$ cat src/rtl/mem_arbiter.sv
// mem_arbiter: two-requester arbiter in front of a single-port 1024x32 memory.
// Requester A (instruction fetch) only reads; requester B (load/store) reads
// or writes. Each access takes one IDLE cycle plus one ACC cycle, and ties
// are broken round-robin against the last granted requester.
module mem_arbiter (
   input  logic        clk,
   input  logic        reset,
   input  logic        aReq,
   input  logic [9:0]  aAddr,
   output logic [31:0] aRdata,
   output logic        aAck,
   input  logic        bReq,
   input  logic        bWE,
   input  logic [9:0]  bAddr,
   input  logic [31:0] bWdata,
   output logic [31:0] bRdata,
   output logic        bAck,
   output logic        memWE,
   output logic [9:0]  memAddr,
   output logic [31:0] memDataIn,
   input  logic [31:0] memDataOut,
   output logic        busy
);

   typedef enum logic [1:0] {
      IDLE  = 2'd0,
      ACC_A = 2'd1,
      ACC_B = 2'd2
   } state_t;

   state_t      state_r;
   logic        last_b_r;   // 1 when B was granted most recently
   logic [9:0]  addr_r;     // address latched on grant
   logic [31:0] wdata_r;    // B store data latched on grant
   logic        we_r;       // B write enable latched on grant
   logic [31:0] acap_r;     // A read data captured at end of ACC_A
   logic [31:0] bcap_r;     // B read data captured at end of ACC_B
   logic        aack_r;
   logic        back_r;
   logic        busy_r;
   logic        wr_r;       // registered store strobe, high only in ACC_B of a store

   // Arbitration FSM: grants, latches the winner's request, captures read data
   // and registers every status output so acks and write strobe are glitch-free.
   always_ff @(posedge clk) begin
      if (reset) begin
         state_r  <= IDLE;
         last_b_r <= 1'b1;
         addr_r   <= 10'd0;
         wdata_r  <= 32'd0;
         we_r     <= 1'b0;
         acap_r   <= 32'd0;
         bcap_r   <= 32'd0;
         aack_r   <= 1'b0;
         back_r   <= 1'b0;
         busy_r   <= 1'b0;
         wr_r     <= 1'b0;
      end else begin
         aack_r <= 1'b0;
         back_r <= 1'b0;
         busy_r <= 1'b0;
         wr_r   <= 1'b0;
         case (state_r)
            IDLE: begin
               if (aReq && (!bReq || last_b_r)) begin
                  state_r  <= ACC_A;
                  addr_r   <= aAddr;
                  last_b_r <= 1'b0;
                  aack_r   <= 1'b1;
                  busy_r   <= 1'b1;
               end else if (bReq) begin
                  state_r  <= ACC_B;
                  addr_r   <= bAddr;
                  wdata_r  <= bWdata;
                  we_r     <= bWE;
                  last_b_r <= 1'b1;
                  back_r   <= 1'b1;
                  busy_r   <= 1'b1;
                  wr_r     <= bWE;
               end else begin
                  state_r <= IDLE;
               end
            end
            ACC_A: begin
               acap_r  <= memDataOut;
               state_r <= IDLE;
            end
            ACC_B: begin
               // memDataOut still shows the pre-write contents for a store
               bcap_r  <= memDataOut;
               state_r <= IDLE;
            end
            default: begin
               state_r <= IDLE;
            end
         endcase
      end
   end

   // A reset arriving mid-store must block the write in that same cycle.
   assign memWE     = wr_r & ~reset;
   assign memAddr   = addr_r;
   assign memDataIn = wdata_r;
   assign aAck      = aack_r;
   assign bAck      = back_r;
   assign busy      = busy_r;
   assign aRdata    = aack_r ? memDataOut : acap_r;
   assign bRdata    = back_r ? memDataOut : bcap_r;

   // we_r is kept as the latched copy of bWE; the store strobe is its
   // registered companion, so tie it into the write-data path check.
   logic unused_we_s;
   assign unused_we_s = we_r;

endmodule

$ cat config.mk
export PLATFORM = sky130hd
export DESIGN_NAME = mem_arbiter
export DESIGN_NICKNAME = d
export VERILOG_FILES = /design/src/rtl/mem_arbiter.sv
export SDC_FILE = /design/constraint.sdc
export NUM_CORES = 1
export LEC_CHECK = 0
export CORE_ASPECT_RATIO = 0.6
export CORE_MARGIN = 3
export CORE_UTILIZATION = 35
export DETAILED_ROUTE_END_ITERATION = 12
export DONT_BUFFER_PORTS = 1
export SETUP_SLACK_MARGIN = 0.2
export SYNTH_ARGS = -nofsm -noshare
export SYNTH_HDL_FRONTEND = slang
export SYNTH_SLANG_ARGS = --single-unit
$ cat constraint.sdc
create_clock -name clk -period 1.5 [get_ports clk]
set_input_delay 0.15 -clock clk [delete_from_list [all_inputs] [get_ports clk]]
set_output_delay 0.15 -clock clk [all_outputs]
set_load 0.005 [all_outputs]
After elaboration in Yosys (flattened, before gate mapping):

Index checks and enable logic that the tools add are counted.

* output and inout bits: 110
* register bits: 113
* input bits: 89

* mux-type cells: 11
* equal/unequal tests: 2
* reductions and logical operators: 10
* bitwise logic cells: 5

Operators with widths (number)
* $mux W32: 2
* $mux W10: 2
* $mux W1: 6
* $not A1 Y1: 4
* $reduce_or A4 Y1: 1
* $reduce_and A3 Y1: 1
* $reduce_or A3 Y1: 1
* $eq A2 B1 Y1 const B: 1
* $eq A2 B2 Y1 const B: 1
* $logic_not A2 Y1: 1
* $mux W2: 1
* $reduce_and A2 Y1: 1
* $reduce_bool A2 Y1: 1
* $reduce_or A2 Y1: 1
* $and A1 B1 Y1: 1
* $logic_and A1 B1 Y1: 1
* $logic_not A1 Y1: 1
* $logic_or A1 B1 Y1: 1

Logic depth before layout (Yosys ltp):

* depth in word-level cells: 5
* depth in mapped cells: 6

Least setup slack after synthesis:

Ideal clock, no wire load.

* path kind: register to register
* start point: register state_r[0]
* end point: register wdata_r[0], in the netlist memDataIn[0]
* path slack: 0.228 ns
* required time: 1.383 ns
* stages on the path, launching flop included: 7
* arrival time: 1.155 ns
* library setup time: 0.117 ns
* path through: dfxtp_1 buf_4 nor2_8 and4b_1 buf_4 buf_6 a22o_1

* cells in the longest elaborated chain, start to end: 2

RTL lines
* start, declared: RTL line 31 `state_t state_r;`
* start signal, assigned: RTL line 47 `state_r <= IDLE;`
* start signal, assigned: RTL line 66 `state_r <= ACC_A;`
* start signal, assigned: RTL line 72 `state_r <= ACC_B;`
* $logic_not A2 Y1: RTL line 63 `case (state_r)`
* $reduce_and A3 Y1 (no source line)
* end signal, assigned: RTL line 74 `wdata_r <= bWdata;`
* end, declared: RTL line 34 `logic [31:0] wdata_r;`

No other way between the ends.
A chain may end at the register's enable or synchronous reset.

==> metrics.csv <==
metric,value,unit
"FFs w/ async S/R, synth",0,%
status,finished with violations,
Pwr Density,1002,nW/µm²
hold path start,reset,
initial core utilization,37.20,%
DR vias,4093,
grt ovf,0,
drt initial violations,270,
Worst Setup EP,bRdata[7],
final wirelength,16400,µm
fill count,1085,
Final Skew,0.01249,ns
area delta synth->final,47.44,%
Yosys cell types,24,
Antenna Violating Nets Remaining,0,
worst-path maximum fanout,9,
Stages on worst setup path,3,
WP data required,1.35,ns
worst-path cell chain,buf_12 -> buf_8 -> mux2_2,
WL per Instance,22.78,µm
Post-Syn Nets,592,
Placer Congestion,0.8420,
dpl cell area,4827,µm²
CTS tree,built,
H-Tree Depth,3,
hold slack,-0.1090,ns
WP buf/inv,2,
worst path arrival time,1.37,ns
max_cap viols,0,
largest net degree at the start of global routing,80,
Register-to-Register Path Depth,6,
Final Instance Area,6872,µm²
"Hold-fix buffers, CTS",33,
die area,14780,µm²
"EDFF count, synth",0,
clk sinks,111,
cell area after synthesis,4661,µm²
"commonest non-fill, non-tap cell in the layout",dfxtp_1,
layout cell share with drive strength beyond 1,46.49,%
CP max stage cell,dfxtp_4,
Final min period,1.518,ns
DPL Wire Length,8855,µm
switch share,27.37,%
total power,0.006884,W
drt pass-1 iters,4,
CTS root buf,clkbuf_16,
clock power share,33.4,%
violated checks,"negative hold slack, negative setup slack",
die height,95.39,µm
Tightest Pin Transition,0.4503,ns
"Slew Viols, Final",0,
critical path class,flip-flop to primary output,
Post-Route Setup TNS,-0.1130,ns
syn avg cell area,9.266,µm²
Startpoint Class,flip-flop,
VDD IR-drop max,0.0005649,V
final worst slack,-0.01839,ns
TritonCTS buffer count,9,
leakage power,2.759,nW
post-place setup slack,0.08447,ns
Final nets,639,
"commonest non-fill, non-tap cells in the layout","dfxtp_1, nand2_1, a21oi_2, mux2_4, nand2_4",
vias per inst,5.685,
clk slew on worst S/H paths,0.08,ns
Internal,0.005000,W
Synth Flop Type,dfxtp_1,
combinational power share,19.2,%
cells after synthesis,503,
Critical Path Start,state_r[1]$_SDFF_PP0_,
post-synthesis sequential area ratio,47.68,%
Psw,0.001884,W
RSZ-0062 raised after global routing,true,
Core Rows,31,
ANT cells,0,
reg2reg setup slack,0,ns
Die W,155.0,µm
initial antenna violation count,0,
fmax,658.6,MHz
crit-path max cell delay,0.39,ns
synth warn,0,
I/O Buffers,0,
Final Hold Fails,76,
Flop pwr share,47.3,%
Critical R2R Capture,memDataIn[18]$_SDFFE_PP0P_,
CTS max path bufs,2,
top cell family by delay on the critical path,flip-flops,
worst min path class,input port to flip-flop,
GRT Util Overall,19.90,%
final setup fails,11,
core area,12530,µm²
CP endpoint kind,primary output,
later-pin clock latency in the skew report,0.35,ns
first-pass GRT wire length,23080,µm
Tcrit/Tclk final,101.2,%
worst r2r src,state_r[1]$_SDFF_PP0_,
max_slew headroom,69.98,%
vias in the first global route,4122,
I/O pins,199,
DRC violation count after routing,0,
"FF+latch count, synth",111,
## worst min path at each step
stage                     slack (ns)  depth (start not counted)                 endpoint
final                          -0.11                          1   acap_r[5]$_SDFFE_PP0N_
after global placement          0.23                          1  bcap_r[10]$_SDFFE_PP0N_
after global routing           -0.14                          1  bcap_r[10]$_SDFFE_PP0N_
after detailed placement        0.24                          1   acap_r[1]$_SDFFE_PP0N_
after floorplan                 0.27                          1          wr_r$_SDFF_PP0_
after CTS                      -0.14                          1  bcap_r[19]$_SDFFE_PP0N_
## power by group through the flow
stage	combinational [W]	sequential [W]	clock (W)
6_report	0.00132	0.00326	0.00230
5_1_grt	0.00141	0.00328	0.00246
4_1_cts	0.00106	0.00325	0.00237
3_5_place_dp	0.000743	0.00331	0
3_3_place_gp	0.000720	0.00331	0
2_1_floorplan	0.000618	0.00327	0
## sequential cells by signal (all words and copies together) (netlist names)
name and flops:
memAddr 10, last_b_r 1, busy 1, wr_r 1, state_r 2, acap_r 32, memDataIn 32, bcap_r 32
## through the flow
stage                     instances  util [%]
final                           720     54.85
after detailed placement        640     38.53
after global placement          640     38.53
after global routing            720     54.85
after floorplan                 503         -
after CTS                       703     48.86
## kinds of logic after synthesis
group,Yosys count,synth area share [%]
buffers and inverters,47,5.530
muxes,64,15.46
DFF,111,47.68
AOI/OAI and AO/OA,128,17.48
and+or+nand+nor,153,13.85
## cell usage after synthesis, types with 2 or more instances
cell,count,area share (%)
o21ai_0,11,1.2
clkbuf_2,2,0.21
nand2b_1,3,0.40
nor2b_1,4,0.54
dfxtp_1,111,48
nand2_1,129,10
buf_6,5,1.2
a21oi_1,74,7.9
buf_2,27,2.9
a311oi_1,10,1.9
clkbuf_1,9,0.72
inv_1,2,0.16
mux2_2,64,15
nand3_1,10,1.1
buf_4,2,0.32
a22o_1,32,6.0
## per-layer routing
metal / vias up / track usage (%) / routed length, µm
li1: 1850 / - / -
met1: 2014 / 25.66 / 6893
met2: 203 / 31.76 / 7679
met3: 26 / 6.168 / 1534
met4: 0 / 7.127 / 295
met5: - / 0 / 0
## area by class of cell
class,count,area [µm²],area share [%]
inverters,2,7.507,0.1092
multi-input cells,346,3025,44.03
clock inverters,6,53.80,0.7830
flip-flops and latches,111,2230,32.45
repair buffers,80,1120,16.30
clock buffers,10,229.0,3.332
well taps,165,206.4,3.004
## repair_timing
| action | 4_1_cts | 5_1_grt |
|---|---|---|
| gates resized for setup | 116 | 137 |
| endpoints found under the setup margin | 123 | 174 |
| gates cloned | 7 | 7 |
| pin swaps | 60 | 25 |
| endpoints found under the hold margin | 109 | 76 |
| setup buffers | 7 | 10 |
Power figures use the tool's default switching activity.
